[src/rtl/cv32e40x_bpred_seq_if.sv]
// cv32e40x_bpred_seq_if: lookup, update, flush and array-write signals of the prediction array sequencer
interface cv32e40x_bpred_seq_if #(parameter int IDX_W = 4);
  logic             lookup_req_i;
  logic [IDX_W-1:0] lookup_idx_i;
  logic             lookup_gnt_o;
  logic             upd_valid_i;
  logic             upd_ready_o;
  logic [IDX_W-1:0] upd_idx_i;
  logic             upd_hit_i;
  logic [1:0]       upd_ctr_i;
  logic             upd_taken_i;
  logic             flush_req_i;
  logic             flush_ack_o;
  logic             arr_we_o;
  logic [IDX_W-1:0] arr_widx_o;
  logic             arr_wvalid_o;
  logic [1:0]       arr_wctr_o;
  logic             busy_o;
  modport master (
    output lookup_req_i, lookup_idx_i, upd_valid_i, upd_idx_i, upd_hit_i, upd_ctr_i, upd_taken_i, flush_req_i,
    input  lookup_gnt_o, upd_ready_o, flush_ack_o, arr_we_o, arr_widx_o, arr_wvalid_o, arr_wctr_o, busy_o
  );
  modport slave (
    input  lookup_req_i, lookup_idx_i, upd_valid_i, upd_idx_i, upd_hit_i, upd_ctr_i, upd_taken_i, flush_req_i,
    output lookup_gnt_o, upd_ready_o, flush_ack_o, arr_we_o, arr_widx_o, arr_wvalid_o, arr_wctr_o, busy_o
  );
endinterface

[src/rtl/cv32e40x_bpred_seq.sv]
// cv32e40x_bpred_seq: single-port prediction array arbiter with update FIFO and invalidate walk (optional CV32E40X_BPRED_ALLOC_EN)
module cv32e40x_bpred_seq #(
  parameter int BTB_ENTRIES = 16,
  parameter int IDX_W       = $clog2(BTB_ENTRIES),
  parameter int UPD_DEPTH   = 2
) (
  input logic                clk,
  input logic                rst,
  cv32e40x_bpred_seq_if.slave bus
);
`ifdef CV32E40X_BPRED_ALLOC_EN
  localparam bit ALLOC = 1'b1;
`else
  localparam bit ALLOC = 1'b0;
`endif
  localparam int CW = $clog2(UPD_DEPTH + 1);
  localparam logic [IDX_W-1:0] LAST = IDX_W'(BTB_ENTRIES - 1);
  typedef enum logic [1:0] {INIT, IDLE, FLUSH} state_e;
  typedef struct packed {
    logic [IDX_W-1:0] idx;
    logic             hit;
    logic [1:0]       ctr;
    logic             taken;
  } upd_t;
  state_e           state_q, state_d;
  logic [IDX_W-1:0] wcnt_q, wcnt_d;
  logic [CW-1:0]    cnt_q, cnt_d;
  upd_t             fifo_q [UPD_DEPTH];
  upd_t             fifo_d [UPD_DEPTH];
  upd_t             head;
  logic             full, walk, head_win, push;
  // port arbitration and array write data
  always_comb begin
    head     = fifo_q[0];
    full     = cnt_q == CW'(UPD_DEPTH);
    walk     = state_q != IDLE;
    head_win = state_q == IDLE && !bus.flush_req_i && cnt_q != '0 && (full || !bus.lookup_req_i);
    push     = state_q == IDLE && !bus.flush_req_i && bus.upd_valid_i && !full;
    bus.busy_o       = walk;
    bus.lookup_gnt_o = state_q == IDLE && !bus.flush_req_i && bus.lookup_req_i && !full;
    bus.upd_ready_o  = state_q == FLUSH || (state_q == IDLE && !full);
    bus.flush_ack_o  = wcnt_q == LAST && (state_q == FLUSH || (state_q == INIT && bus.flush_req_i));
    bus.arr_we_o     = walk || (head_win && (head.hit || (ALLOC && head.taken)));
    bus.arr_widx_o   = walk ? wcnt_q : head.idx;
    bus.arr_wvalid_o = !walk;
    bus.arr_wctr_o   = walk ? 2'b00 : !head.hit ? 2'b10 :
                       head.taken ? (head.ctr == 2'b11 ? 2'b11 : head.ctr + 2'b01) :
                                    (head.ctr == 2'b00 ? 2'b00 : head.ctr - 2'b01);
  end
  // walk counter, state transitions and FIFO push/pop; a flush drops queued and incoming updates
  always_comb begin
    state_d = state_q;
    wcnt_d  = wcnt_q;
    cnt_d   = cnt_q;
    fifo_d  = fifo_q;
    if (walk) begin
      wcnt_d = wcnt_q + 1'b1;
      if (wcnt_q == LAST) state_d = IDLE;
    end else if (bus.flush_req_i) begin
      state_d = FLUSH;
      wcnt_d  = '0;
      cnt_d   = '0;
    end else begin
      if (head_win) for (int i = 0; i < UPD_DEPTH - 1; i++) fifo_d[i] = fifo_q[i+1];
      for (int i = 0; i < UPD_DEPTH; i++)
        if (push && i == int'(cnt_q) - int'(head_win))
          fifo_d[i] = {bus.upd_idx_i, bus.upd_hit_i, bus.upd_ctr_i, bus.upd_taken_i};
      cnt_d = cnt_q + CW'(push) - CW'(head_win);
    end
  end
  // state registers; FIFO payload needs no reset since occupancy gates its use
  always_ff @(posedge clk) begin
    fifo_q <= fifo_d;
    if (rst) begin
      state_q <= INIT;
      wcnt_q  <= '0;
      cnt_q   <= '0;
    end else begin
      state_q <= state_d;
      wcnt_q  <= wcnt_d;
      cnt_q   <= cnt_d;
    end
  end
endmodule

[src/flat_wrapper.sv]
// flat-port wrapper written by rule: the top's interface ports become plain ports
module cv32e40x_bpred_seq_flat 
#(
  parameter int BTB_ENTRIES = 16,
  parameter int IDX_W       = $clog2(BTB_ENTRIES),
  parameter int UPD_DEPTH   = 2
)
  (clk, rst, bus_lookup_req_i, bus_lookup_idx_i, bus_upd_valid_i, bus_upd_idx_i, bus_upd_hit_i, bus_upd_ctr_i, bus_upd_taken_i, bus_flush_req_i, bus_lookup_gnt_o, bus_upd_ready_o, bus_flush_ack_o, bus_arr_we_o, bus_arr_widx_o, bus_arr_wvalid_o, bus_arr_wctr_o, bus_busy_o);
  cv32e40x_bpred_seq_if #(.IDX_W(IDX_W)) bus_i ();
  input logic clk;
  input logic rst;
  input wire logic [$bits(bus_i.lookup_req_i)-1:0] bus_lookup_req_i;
  input wire logic [$bits(bus_i.lookup_idx_i)-1:0] bus_lookup_idx_i;
  input wire logic [$bits(bus_i.upd_valid_i)-1:0] bus_upd_valid_i;
  input wire logic [$bits(bus_i.upd_idx_i)-1:0] bus_upd_idx_i;
  input wire logic [$bits(bus_i.upd_hit_i)-1:0] bus_upd_hit_i;
  input wire logic [$bits(bus_i.upd_ctr_i)-1:0] bus_upd_ctr_i;
  input wire logic [$bits(bus_i.upd_taken_i)-1:0] bus_upd_taken_i;
  input wire logic [$bits(bus_i.flush_req_i)-1:0] bus_flush_req_i;
  output wire logic [$bits(bus_i.lookup_gnt_o)-1:0] bus_lookup_gnt_o;
  output wire logic [$bits(bus_i.upd_ready_o)-1:0] bus_upd_ready_o;
  output wire logic [$bits(bus_i.flush_ack_o)-1:0] bus_flush_ack_o;
  output wire logic [$bits(bus_i.arr_we_o)-1:0] bus_arr_we_o;
  output wire logic [$bits(bus_i.arr_widx_o)-1:0] bus_arr_widx_o;
  output wire logic [$bits(bus_i.arr_wvalid_o)-1:0] bus_arr_wvalid_o;
  output wire logic [$bits(bus_i.arr_wctr_o)-1:0] bus_arr_wctr_o;
  output wire logic [$bits(bus_i.busy_o)-1:0] bus_busy_o;
  assign bus_i.lookup_req_i = bus_lookup_req_i;
  assign bus_i.lookup_idx_i = bus_lookup_idx_i;
  assign bus_i.upd_valid_i = bus_upd_valid_i;
  assign bus_i.upd_idx_i = bus_upd_idx_i;
  assign bus_i.upd_hit_i = bus_upd_hit_i;
  assign bus_i.upd_ctr_i = bus_upd_ctr_i;
  assign bus_i.upd_taken_i = bus_upd_taken_i;
  assign bus_i.flush_req_i = bus_flush_req_i;
  assign bus_lookup_gnt_o = bus_i.lookup_gnt_o;
  assign bus_upd_ready_o = bus_i.upd_ready_o;
  assign bus_flush_ack_o = bus_i.flush_ack_o;
  assign bus_arr_we_o = bus_i.arr_we_o;
  assign bus_arr_widx_o = bus_i.arr_widx_o;
  assign bus_arr_wvalid_o = bus_i.arr_wvalid_o;
  assign bus_arr_wctr_o = bus_i.arr_wctr_o;
  assign bus_busy_o = bus_i.busy_o;
  cv32e40x_bpred_seq #(.BTB_ENTRIES(BTB_ENTRIES), .IDX_W(IDX_W), .UPD_DEPTH(UPD_DEPTH)) u_core (.clk(clk), .rst(rst), .bus(bus_i));
endmodule
[config.mk]
export PLATFORM = sky130hd
export DESIGN_NAME = cv32e40x_bpred_seq_flat
export DESIGN_NICKNAME = d
export VERILOG_FILES = /design/src/rtl/cv32e40x_bpred_seq_if.sv /design/src/rtl/cv32e40x_bpred_seq.sv /design/src/flat_wrapper.sv
export SDC_FILE = /design/constraint.sdc
export NUM_CORES = 1
export LEC_CHECK = 0
export BUFFER_PORTS_ARGS = -buffer_cell sky130_fd_sc_hd__buf_2
export CAP_MARGIN = 20
export CORE_ASPECT_RATIO = 0.8
export CORE_MARGIN = 5
export CORE_UTILIZATION = 25
export CTS_BUF_LIST = sky130_fd_sc_hd__clkbuf_8
export DETAILED_ROUTE_END_ITERATION = 8
export GPL_TIMING_DRIVEN = 0
export SLEW_MARGIN = 20
export SYNTH_ARGS = -nofsm -noshare
export SYNTH_HDL_FRONTEND = slang
export SYNTH_SLANG_ARGS = --single-unit
[constraint.sdc]
create_clock -name clk -period 3.1 [get_ports clk]
set_clock_uncertainty 0.2 [all_clocks]
set_input_delay 0.155 -clock clk [delete_from_list [all_inputs] [get_ports clk]]
set_output_delay 0.155 -clock clk [all_outputs]
set_load 0.01 [all_outputs]
=== After elaboration in Yosys (flattened, before gate mapping) ===
Index checks and enable logic that the tools add are counted.

* Bits in writable memories: 0
* Bits in registers: 24
* Memories kept: 0
* Input port bits: 17
* ROM bits: 0
* Bits in latches: 0

* Div/mod/pow operators: 0
* Bitwise logic cells: 2
* Muxes and demuxes: 14
* Add/subtract/negate cells: 6
* Multiply operators: 0
* Shifts and indexed selects: 0
* Eq/ne operators: 8
* Magnitude comparators: 0
* Reductions and logical operators: 30

{| class="wikitable"
|+ Operators with widths
! cell !! number
|-
| $eq 2x32->1 const A || 1
|-
| $logic_not 32->1 || 1
|-
| $mux 2 || 9
|-
| $mux 8 || 2
|-
| $logic_and 1x1->1 || 13
|-
| $mux 4 || 3
|-
| $eq 2x2->1 const B || 3
|-
| $reduce_and 3->1 || 2
|-
| $reduce_bool 2->1 || 3
|-
| $add 4x1->4 const B || 1
|-
| $eq 4x4->1 const B || 1
|-
| $logic_not 1->1 || 4
|-
| $logic_not 2->1 || 2
|-
| $logic_or 1x1->1 || 4
|-
| $ne 2x1->1 const B || 2
|-
| $sub 2x1->3 || 1
|-
| $add 2x1->2 || 1
|-
| $add 2x1->2 const B || 1
|-
| $eq 2x1->1 const B || 1
|-
| $not 1->1 || 2
|-
| $reduce_and 2->1 || 1
|-
| $sub 2x1->2 || 1
|-
| $sub 2x1->2 const B || 1
|}

=== Logic depth before layout (Yosys ltp) ===
Gate-level depths: netlist of run 1.

* Depth after elaboration: 9
* Gate-level depth with buffers: 10
* Depth with buffers taken out: 9

=== Worst setup path after synthesis of run 1 ===
No wires, ideal clock.

* Path type: reg-to-reg
* Start: reg u_core.state_q[0]
* End: reg u_core.fifo_q[10] in the netlist's numbering, enable pin
* Data arrival time: 1.550 ns
* Slack: 0.966 ns
* Cell stages (with the launch flop): 8
* Buffers on the path: 1
* Data required time: 2.516 ns
* Cells stage by stage: dfxtp_1 -> nor2b_4 -> buf_6 -> nand2_1 -> nor2_1 -> ha_1 -> nand4_4 -> o21ai_0

* Cells in the longest elaborated chain, start to end: 9

{| class="wikitable"
|+ Ends and longest elaborated chain
! element !! line !! source
|-
| start: declaration || cv32e40x_bpred_seq.sv:25 || <nowiki>state_e state_q, state_d;</nowiki>
|-
| start signal: assignment || cv32e40x_bpred_seq.sv:79 || <nowiki>state_q <= state_d;</nowiki>
|-
| $eq 2x1->1 || cv32e40x_bpred_seq.sv:37, cv32e40x_bpred_seq.sv:38 ||
|-
| $logic_and 1x1->1 || cv32e40x_bpred_seq.sv:37, cv32e40x_bpred_seq.sv:38 ||
|-
| $logic_and 1x1->1 (2 in series) || cv32e40x_bpred_seq.sv:37 || <nowiki>head_win = state_q == IDLE && !bus.flush_req_i && cnt_q != '0 && (full || !bus.lookup_req_i);</nowiki>
|-
| $sub 2x1->3 || cv32e40x_bpred_seq.sv:66 || <nowiki>if (push && i == int'(cnt_q) - int'(head_win))</nowiki>
|-
| $logic_not 32->1 || cv32e40x_bpred_seq.sv:66 ||
|-
| $logic_and 1x1->1 || cv32e40x_bpred_seq.sv:66 ||
|-
| $reduce_bool 2->1 (no line) || - ||
|-
| $reduce_and 3->1 (no line) (*) || - ||
|-
| end signal: assignment || cv32e40x_bpred_seq.sv:73 || <nowiki>fifo_q <= fifo_d;</nowiki>
|-
| end: declaration || cv32e40x_bpred_seq.sv:28 || <nowiki>upd_t fifo_q [UPD_DEPTH];</nowiki>
|}

Mark *: on every way between the ends. The rest lies on a longest branch, timed or not.
A chain may end at the register's enable or synchronous reset.

=== Final worst setup path of run 1 ===
* Start: in bus_flush_req_i
* End: reg u_core.fifo_q[12] in the netlist's numbering, enable pin

* Cells in the longest elaborated chain, start to end: 9

{| class="wikitable"
|+ Ends and longest elaborated chain
! element !! line !! source
|-
| start: declaration || flat_wrapper.sv:19 || <nowiki>input wire logic [$bits(bus_i.flush_req_i)-1:0] bus_flush_req_i;</nowiki>
|-
| $logic_not 1->1 || cv32e40x_bpred_seq.sv:37, cv32e40x_bpred_seq.sv:38 ||
|-
| $logic_and 1x1->1 || cv32e40x_bpred_seq.sv:37, cv32e40x_bpred_seq.sv:38 ||
|-
| $logic_and 1x1->1 (2 in series) || cv32e40x_bpred_seq.sv:37 ||
|-
| $sub 2x1->3 || cv32e40x_bpred_seq.sv:66 ||
|-
| $logic_not 32->1 || cv32e40x_bpred_seq.sv:66 ||
|-
| $logic_and 1x1->1 || cv32e40x_bpred_seq.sv:66 ||
|-
| $reduce_bool 2->1 (no line) || - ||
|-
| $reduce_and 3->1 (no line) (*) || - ||
|}

Marks and branches as above.

==> results of run 1 <==
-- synthesized netlist by cell type --
cell type / n
sky130_fd_sc_hd__buf_6: 1
sky130_fd_sc_hd__and3_1: 3
sky130_fd_sc_hd__dfxtp_1: 8
sky130_fd_sc_hd__mux2_2: 8
sky130_fd_sc_hd__nand3_1: 5
sky130_fd_sc_hd__or3_1: 1
sky130_fd_sc_hd__a22oi_1: 2
sky130_fd_sc_hd__nor2b_1: 1
sky130_fd_sc_hd__nand2_1: 18
sky130_fd_sc_hd__buf_4: 2
sky130_fd_sc_hd__a311oi_1: 1
sky130_fd_sc_hd__nor2b_4: 1
sky130_fd_sc_hd__buf_1: 1
sky130_fd_sc_hd__a31oi_1: 1
sky130_fd_sc_hd__maj3_1: 1
sky130_fd_sc_hd__a221oi_1: 1
sky130_fd_sc_hd__o21a_1: 1
sky130_fd_sc_hd__o21ai_0: 4
sky130_fd_sc_hd__ha_1: 4
sky130_fd_sc_hd__nor2_1: 5
sky130_fd_sc_hd__nand2b_1: 2
sky130_fd_sc_hd__inv_1: 8
sky130_fd_sc_hd__nand4_4: 1
sky130_fd_sc_hd__nor3b_1: 2
sky130_fd_sc_hd__xnor2_1: 1
sky130_fd_sc_hd__a211oi_1: 2
sky130_fd_sc_hd__edfxtp_1: 16
sky130_fd_sc_hd__a21o_1: 1
sky130_fd_sc_hd__a21oi_1: 4
-- layer usage --
metal / vias up / global-route usage (%)
li1: 449 / -
met1: 412 / 11.5
met2: 18 / 14.2
met4: 0 / 3.63
met5: - / 0
met3: 5 / 1.84
-- metrics by stage --
stage               instance area [um2]  utilization, %  hold slack [ns]
floorplan                          1170               -           0.0539
global placement                   1360            29.8            0.150
detailed placement                 1370            30.0            0.150
CTS                                1530            33.5           0.0237
global route                       1530            33.5           0.0473
finish                             1530            33.5           0.0158
-- layout by cell type (no fill, tap or decap), drive strengths merged, types with 2 or more instances in the layout --
cell type / netlist / final
dfxtp: 8 / 8
mux2: 8 / 8
nor3b: 2 / 2
inv: 8 / 8
buf: 4 / 28
nor2: 5 / 5
a22oi: 2 / 2
nand2: 18 / 18
a211oi: 2 / 2
a21oi: 4 / 4
nand2b: 2 / 2
ha: 4 / 4
nor2b: 2 / 2
and3: 3 / 3
nand3: 5 / 5
clkbuf: 0 / 3
edfxtp: 16 / 16
o21ai: 4 / 4
dlygate4sd3: 0 / 9
-- cell type report --
class / instances / share of cell area [%]
Tap cell: 60 / 4.91
Buffer: 4 / 1.96
Clock buffer: 3 / 2.70
Clock inverter: 1 / 1.96
Inverter: 8 / 1.96
Multi-Input combinational cell: 70 / 30.9
Sequential cell: 24 / 41.9
Timing Repair Buffer: 33 / 13.7
-- worst min-delay path by stage --
stage	from	end	cells after the start
after floorplan	bus_upd_taken_i	u_core.fifo_q[0]	0
after global placement	bus_upd_idx_i[3]	u_core.fifo_q[7]	1
after detailed placement	bus_upd_ctr_i[0]	u_core.fifo_q[1]	1
after CTS	rst	u_core.state_q[1]	2
after global routing	rst	u_core.cnt_q[1]	2
final	rst	u_core.cnt_q[1]	2
-- registers in the layout (all words and copies together) (netlist names) --
| register | flops |
|---|---|
| u_core.fifo_q | 16 |
| u_core.cnt_q | 2 |
| u_core.state_q | 2 |
| u_core.wcnt_q | 4 |
-- cell families after synthesis --
group | share of synthesized area [%]
muxes | 7.68
xor gates and xnor gates | 0.746
buffers and inverters | 5.12
AOI/OAI and AO/OA | 9.28
and+or+nand+nor | 17.5
DFF | 54.6
adders and majority gates | 5.12
-- power by group --
group / switching, mW / internal [mW]
Clock: 0.0993 / 0.173
Combinational: 0.0168 / 0.0202
Sequential: 0.00391 / 0.342
Total: 0.120 / 0.535
==> metrics.cfg, run 1 <==
[worst_setup_path]
critical_path.top_delay_family=buffers and inverters
critPathMaxFanout=9
crit_slowest_cell=sky130_fd_sc_hd__dlygate4sd3_1
crit-reg2reg-capture=u_core.fifo_q[12]
cp_num_buf_inv=4
crit_path_cell_trace=dlygate4sd3_1 > buf_2 > inv_1 > nand2_1 > nor2_1 > ha_1 > nand4_4 > o21ai_0 > buf_2
endpoint_kind=register
timing.reg2reg.setup_slack_ns=0.67
crit_path_max_incr_delay_ns=0.52
crit_top_cell=sky130_fd_sc_hd__buf_2
worstSetupStartpoint=bus_flush_req_i
crit_required_ns=2.88
critical_path.startpoint_type=primary input
crit_type=in -> reg
r2r-start=u_core.state_q[1]
r2r.worst_path.cells=8
worstSetupPathDepth=9
crit_end=u_core.fifo_q[12]
arrival_ns=2.28

[route]
route.detailed.drc=0
initialDrtViolationCount=60
met3RoutedLength_um=95
drt-pass1-iter-count=4
detail_route.wirelength.met1_mm=1.19
drt-total-wl_mm=2.49
ant_nets=0
drt-vias-per-instance=4.35
dr_top_layer=met4
routed_wire_length_per_instance_um=12.2
route.vias.total=884
routed-wl-met2_mm=1.16

[placement]
place.port_buffers=23
dpl_worst_slack_ns=0.621
place_congestion=0.736
dp_hpwl_mm=1.82
dpl.cell_count=190

[synth]
synth.area.top_cells=sky130_fd_sc_hd__edfxtp_1, sky130_fd_sc_hd__dfxtp_1, sky130_fd_sc_hd__mux2_2, sky130_fd_sc_hd__nand2_1, sky130_fd_sc_hd__ha_1
synth.yosys.seq_area_share_pct=54.6
synth_fp_nets=127
syn_area_um2=1170
ys.warnings.count=0
synth_area_leader_cell=sky130_fd_sc_hd__edfxtp_1
ys_seq_elements=24
syn_area_per_cell_um2=11.1
synth_cell_type_count=29
synth_top_area_share_pct=40.9
post_synth_inst_count=106

[sta]
final.period_utilization_pct=80.7
worst-slew-pin-transition_ns=0.513
timing.final.hold_violations=0
grt_setup_unrepaired=false
fmax_mhz=400
finalMaxSlewViolations=0
finalCriticalPeriod_ns=2.50
final_critical_path_setup_slack_ns=0.599
timing.slew.headroom_pct=65.4
setup_violations=0
setup_total_negative_slack_ns=0

[job]
max_cap_viol_count=0

[global_route]
grt_overflow_total=0
number_of_global_route_vias_before_repair=905
wire_length_of_the_first_global_routing_pass_mm=4.27
grt_use_total_pct=8.82
largest_net_degree_at_the_start_of_global_routing=15
antenna_found_initial=0

[run_status]
run_status=finished, final reports clean

[cells_and_area]
fin_cells=203
seqCellArea_um2=641
antenna_cells_inserted=0
synthToLayoutAreaGrowth_pct=30.4
final_layout_size_suffix_gt1_share_pct=28.7
fill_cells=491
nets=165
multi_input_area_um2=473

[clock_tree]
clk-insertion-delay-late_ns=0.27
hold_buffers=9
cts.path.max_buffers=2
cts_buffers=3
cts.sink_count=24
cts.reportedPaths.clkPinSlew_ns=0.08
cts-resized-gates=0
cts_root_buffer=sky130_fd_sc_hd__clkbuf_8
cts.htree.levels=1
post-cts-setup-buffers=0
cts_tree=done

[floorplanning]
top_level_ports=29
rows=22
floorplan.die.width_um=86.6
die_height_um=71.3
coreArea_um2=4570
floorplan.initialDensity_pct=25.7
die-area_um2=6170

[power_and_ir_drop]
max-vdd-ir-drop_v=0.000215
power.leakage_nw=0.613
power.density_cell_area_nw_per_um2=428
total_power_mw=0.655

[worst_hold_path]
hold_path_class=in -> reg

Power figures use the tool's default switching activity.
==> run 2: changes to the inputs <==
==> constraint.sdc (replaced) <==
create_clock -name clk -period 2.6 [get_ports clk]
set_clock_uncertainty 0.2 [all_clocks]
set_input_delay 0.13 -clock clk [delete_from_list [all_inputs] [get_ports clk]]
set_output_delay 0.13 -clock clk [all_outputs]
set_load 0.01 [all_outputs]
==> metrics.cfg, run 2 (same netlist as run 1, synthesis figures left out) <==
[run_status]
run_status=finished, final reports clean  ; unchanged

[global_route]
grt_overflow_total=0  ; unchanged
grt_use_total_pct=8.84  ; was 8.82%
wire_length_of_the_first_global_routing_pass_mm=4.28  ; was 4.27 mm
largest_net_degree_at_the_start_of_global_routing=15  ; unchanged
antenna_found_initial=0  ; unchanged
number_of_global_route_vias_before_repair=907  ; was 905

[worst_setup_path]
critPathMaxFanout=9  ; unchanged
crit_top_cell=sky130_fd_sc_hd__buf_2  ; unchanged
crit_slowest_cell=sky130_fd_sc_hd__dlygate4sd3_1  ; unchanged
crit_type=in -> reg  ; unchanged
crit_path_max_incr_delay_ns=0.52  ; about the same
endpoint_kind=register  ; unchanged
critical_path.startpoint_type=primary input  ; unchanged
crit_required_ns=2.38  ; was 2.88 ns
arrival_ns=2.13  ; was 2.28 ns
crit_path_cell_trace=dlygate4sd3_1 > buf_2 > inv_1 > nand2_1 > nor2_1 > ha_1 > nand4_4 > o21ai_2 > buf_2  ; was dlygate4sd3_1 > buf_2 > inv_1 > nand2_1 > nor2_1 > ha_1 > nand4_4 > o21ai_0 > buf_2

[floorplanning]
coreArea_um2=4570  ; unchanged
die-area_um2=6170  ; unchanged
die_height_um=71.3  ; unchanged
floorplan.initialDensity_pct=25.7  ; unchanged
floorplan.die.width_um=86.6  ; unchanged
rows=22  ; unchanged
top_level_ports=29  ; unchanged

[cells_and_area]
largest_reg_flops=16  ; unchanged
antenna_cells_inserted=0  ; unchanged
post-route-util_pct=33.8  ; was 33.5%
fin_cells=204  ; was 203
synthToLayoutAreaGrowth_pct=31.6  ; was 30.4%
final_layout_size_suffix_gt1_share_pct=29.2  ; was 28.7%
nets=166  ; was 165
final_common_cell=sky130_fd_sc_hd__buf_2  ; unchanged
registers.top_by_ff_count=u_core.fifo_q  ; unchanged
leading_cell_types_in_the_layout_fill_and_taps_excluded=sky130_fd_sc_hd__buf_2, sky130_fd_sc_hd__nand2_1, sky130_fd_sc_hd__edfxtp_1, sky130_fd_sc_hd__dlygate4sd3_1  ; unchanged
reg_top3=u_core.fifo_q: 16 flops, u_core.wcnt_q: 4 flops  ; unchanged

[sta]
finalCriticalPeriod_ns=2.35
fmax_mhz=425
setup_violations=0  ; unchanged
final_critical_path_setup_slack_ns=0.248  ; was 0.599 ns
final.period_utilization_pct=90.5
timing.slew.headroom_pct=72.5  ; was 65.4%
timing.final.hold_violations=0  ; unchanged
grt_setup_unrepaired=false  ; unchanged
finalMaxSlewViolations=0  ; unchanged
worst-slew-pin-transition_ns=0.413  ; was 0.513 ns
setup_total_negative_slack_ns=0  ; unchanged

[route]
route.detailed.drc=0  ; unchanged
drt-pass1-iter-count=4  ; unchanged
ant_nets=0  ; unchanged
drt-total-wl_mm=2.48  ; was 2.49 mm
drt-vias-per-instance=4.37  ; was 4.35
initialDrtViolationCount=58  ; was 60
route.vias.total=891  ; was 884
routed_wire_length_per_instance_um=12.2  ; about the same

[placement]
place.port_buffers=23  ; unchanged
dpl.cell_count=190  ; unchanged
place_congestion=0.736  ; unchanged
dpl_worst_slack_ns=0.121  ; was 0.621 ns
dp_hpwl_mm=1.82  ; unchanged

[power_and_ir_drop]
power.density_cell_area_nw_per_um2=506  ; was 428 nW/um2
max-vdd-ir-drop_v=0.000256  ; was 0.000215 V
power.leakage_nw=0.619  ; was 0.613 nW
total_power_mw=0.782  ; was 0.655 mW

[clock_tree]
cts.path.max_buffers=2  ; unchanged
post-cts-setup-buffers=0  ; unchanged
cts_root_buffer=sky130_fd_sc_hd__clkbuf_8  ; unchanged
cts.htree.levels=1  ; unchanged
cts_buffers=3  ; unchanged
cts.reportedPaths.clkPinSlew_ns=0.08  ; about the same
cts.sink_count=24  ; unchanged
cts_tree=done  ; unchanged
clk-insertion-delay-late_ns=0.27  ; about the same

[worst_hold_path]
hold_path_class=in -> reg  ; unchanged

[job]
max_cap_viol_count=0  ; unchanged

-- run 2: area by class of cell --
cell class | count | area [um2]
plain buffers | 4 | 30.0
clock buffers | 3 | 41.3
clock inverters | 1 | 30.0
fillers | 490 | 3030
inverters | 8 | 30.0
multi-input cells | 70 | 477
flip-flops and latches | 24 | 641
well taps | 60 | 75.1
repair buffers | 34 | 220
-- run 2: routing by layer --
layer	vias up	wire [um]	GRT usage, %
li1	452	-	-
met1	416	1200	11.6
met2	18	1140	14.2
met3	5	95	1.84
met4	0	42	3.63
met5	-	0	0
-- run 2: power breakdown --
| part | leakage, nW | internal (mW) | switching [mW] |
|---|---|---|---|
| registers | 0.209 | 0.408 | 0.00467 |
| clock network | 0.0357 | 0.206 | 0.118 |
| logic | 0.374 | 0.0251 | 0.0203 |
| total | 0.619 | 0.638 | 0.143 |
-- run 2: final timing paths --
| path | start | end | slack [ns] | depth (start not counted) |
|---|---|---|---|---|
| setup / recovery | bus_flush_req_i | u_core.fifo_q[12] | 0.25 | 9 |
| hold / removal | bus_lookup_req_i | u_core.fifo_q[8] | 0.21 | 3 |
| setup reg to reg | u_core.state_q[0] | u_core.fifo_q[5] | 0.29 | 7 |
| hold reg to reg | u_core.cnt_q[0] | u_core.cnt_q[0] | 0.28 | 2 |
-- run 2: per-stage QoR --
stage               hold slack [ns]  instance area (um2)
detailed placement            0.125                 1370
floorplan                    0.0289                 1170
global placement              0.125                 1360
global route                  0.225                 1540
CTS                           0.281                 1540
finish                        0.207                 1540
-- run 2: critical path: cells and delay by family --
family                   cells  cell delay, ns
buffers and inverters        4            1.01
AO/OA/AOI/OAI                1            0.17
adder cells (fa/ha/maj)      1            0.35
AND/OR/NAND/NOR              3            0.47
-- run 2: timing repair --
action / 4_1_cts / 5_1_grt
resized for setup: 0 / 2
hold buffers: 10 / 0
endpoints found under the setup margin: 0 / 5
hold endpoints to repair: 19 / 0
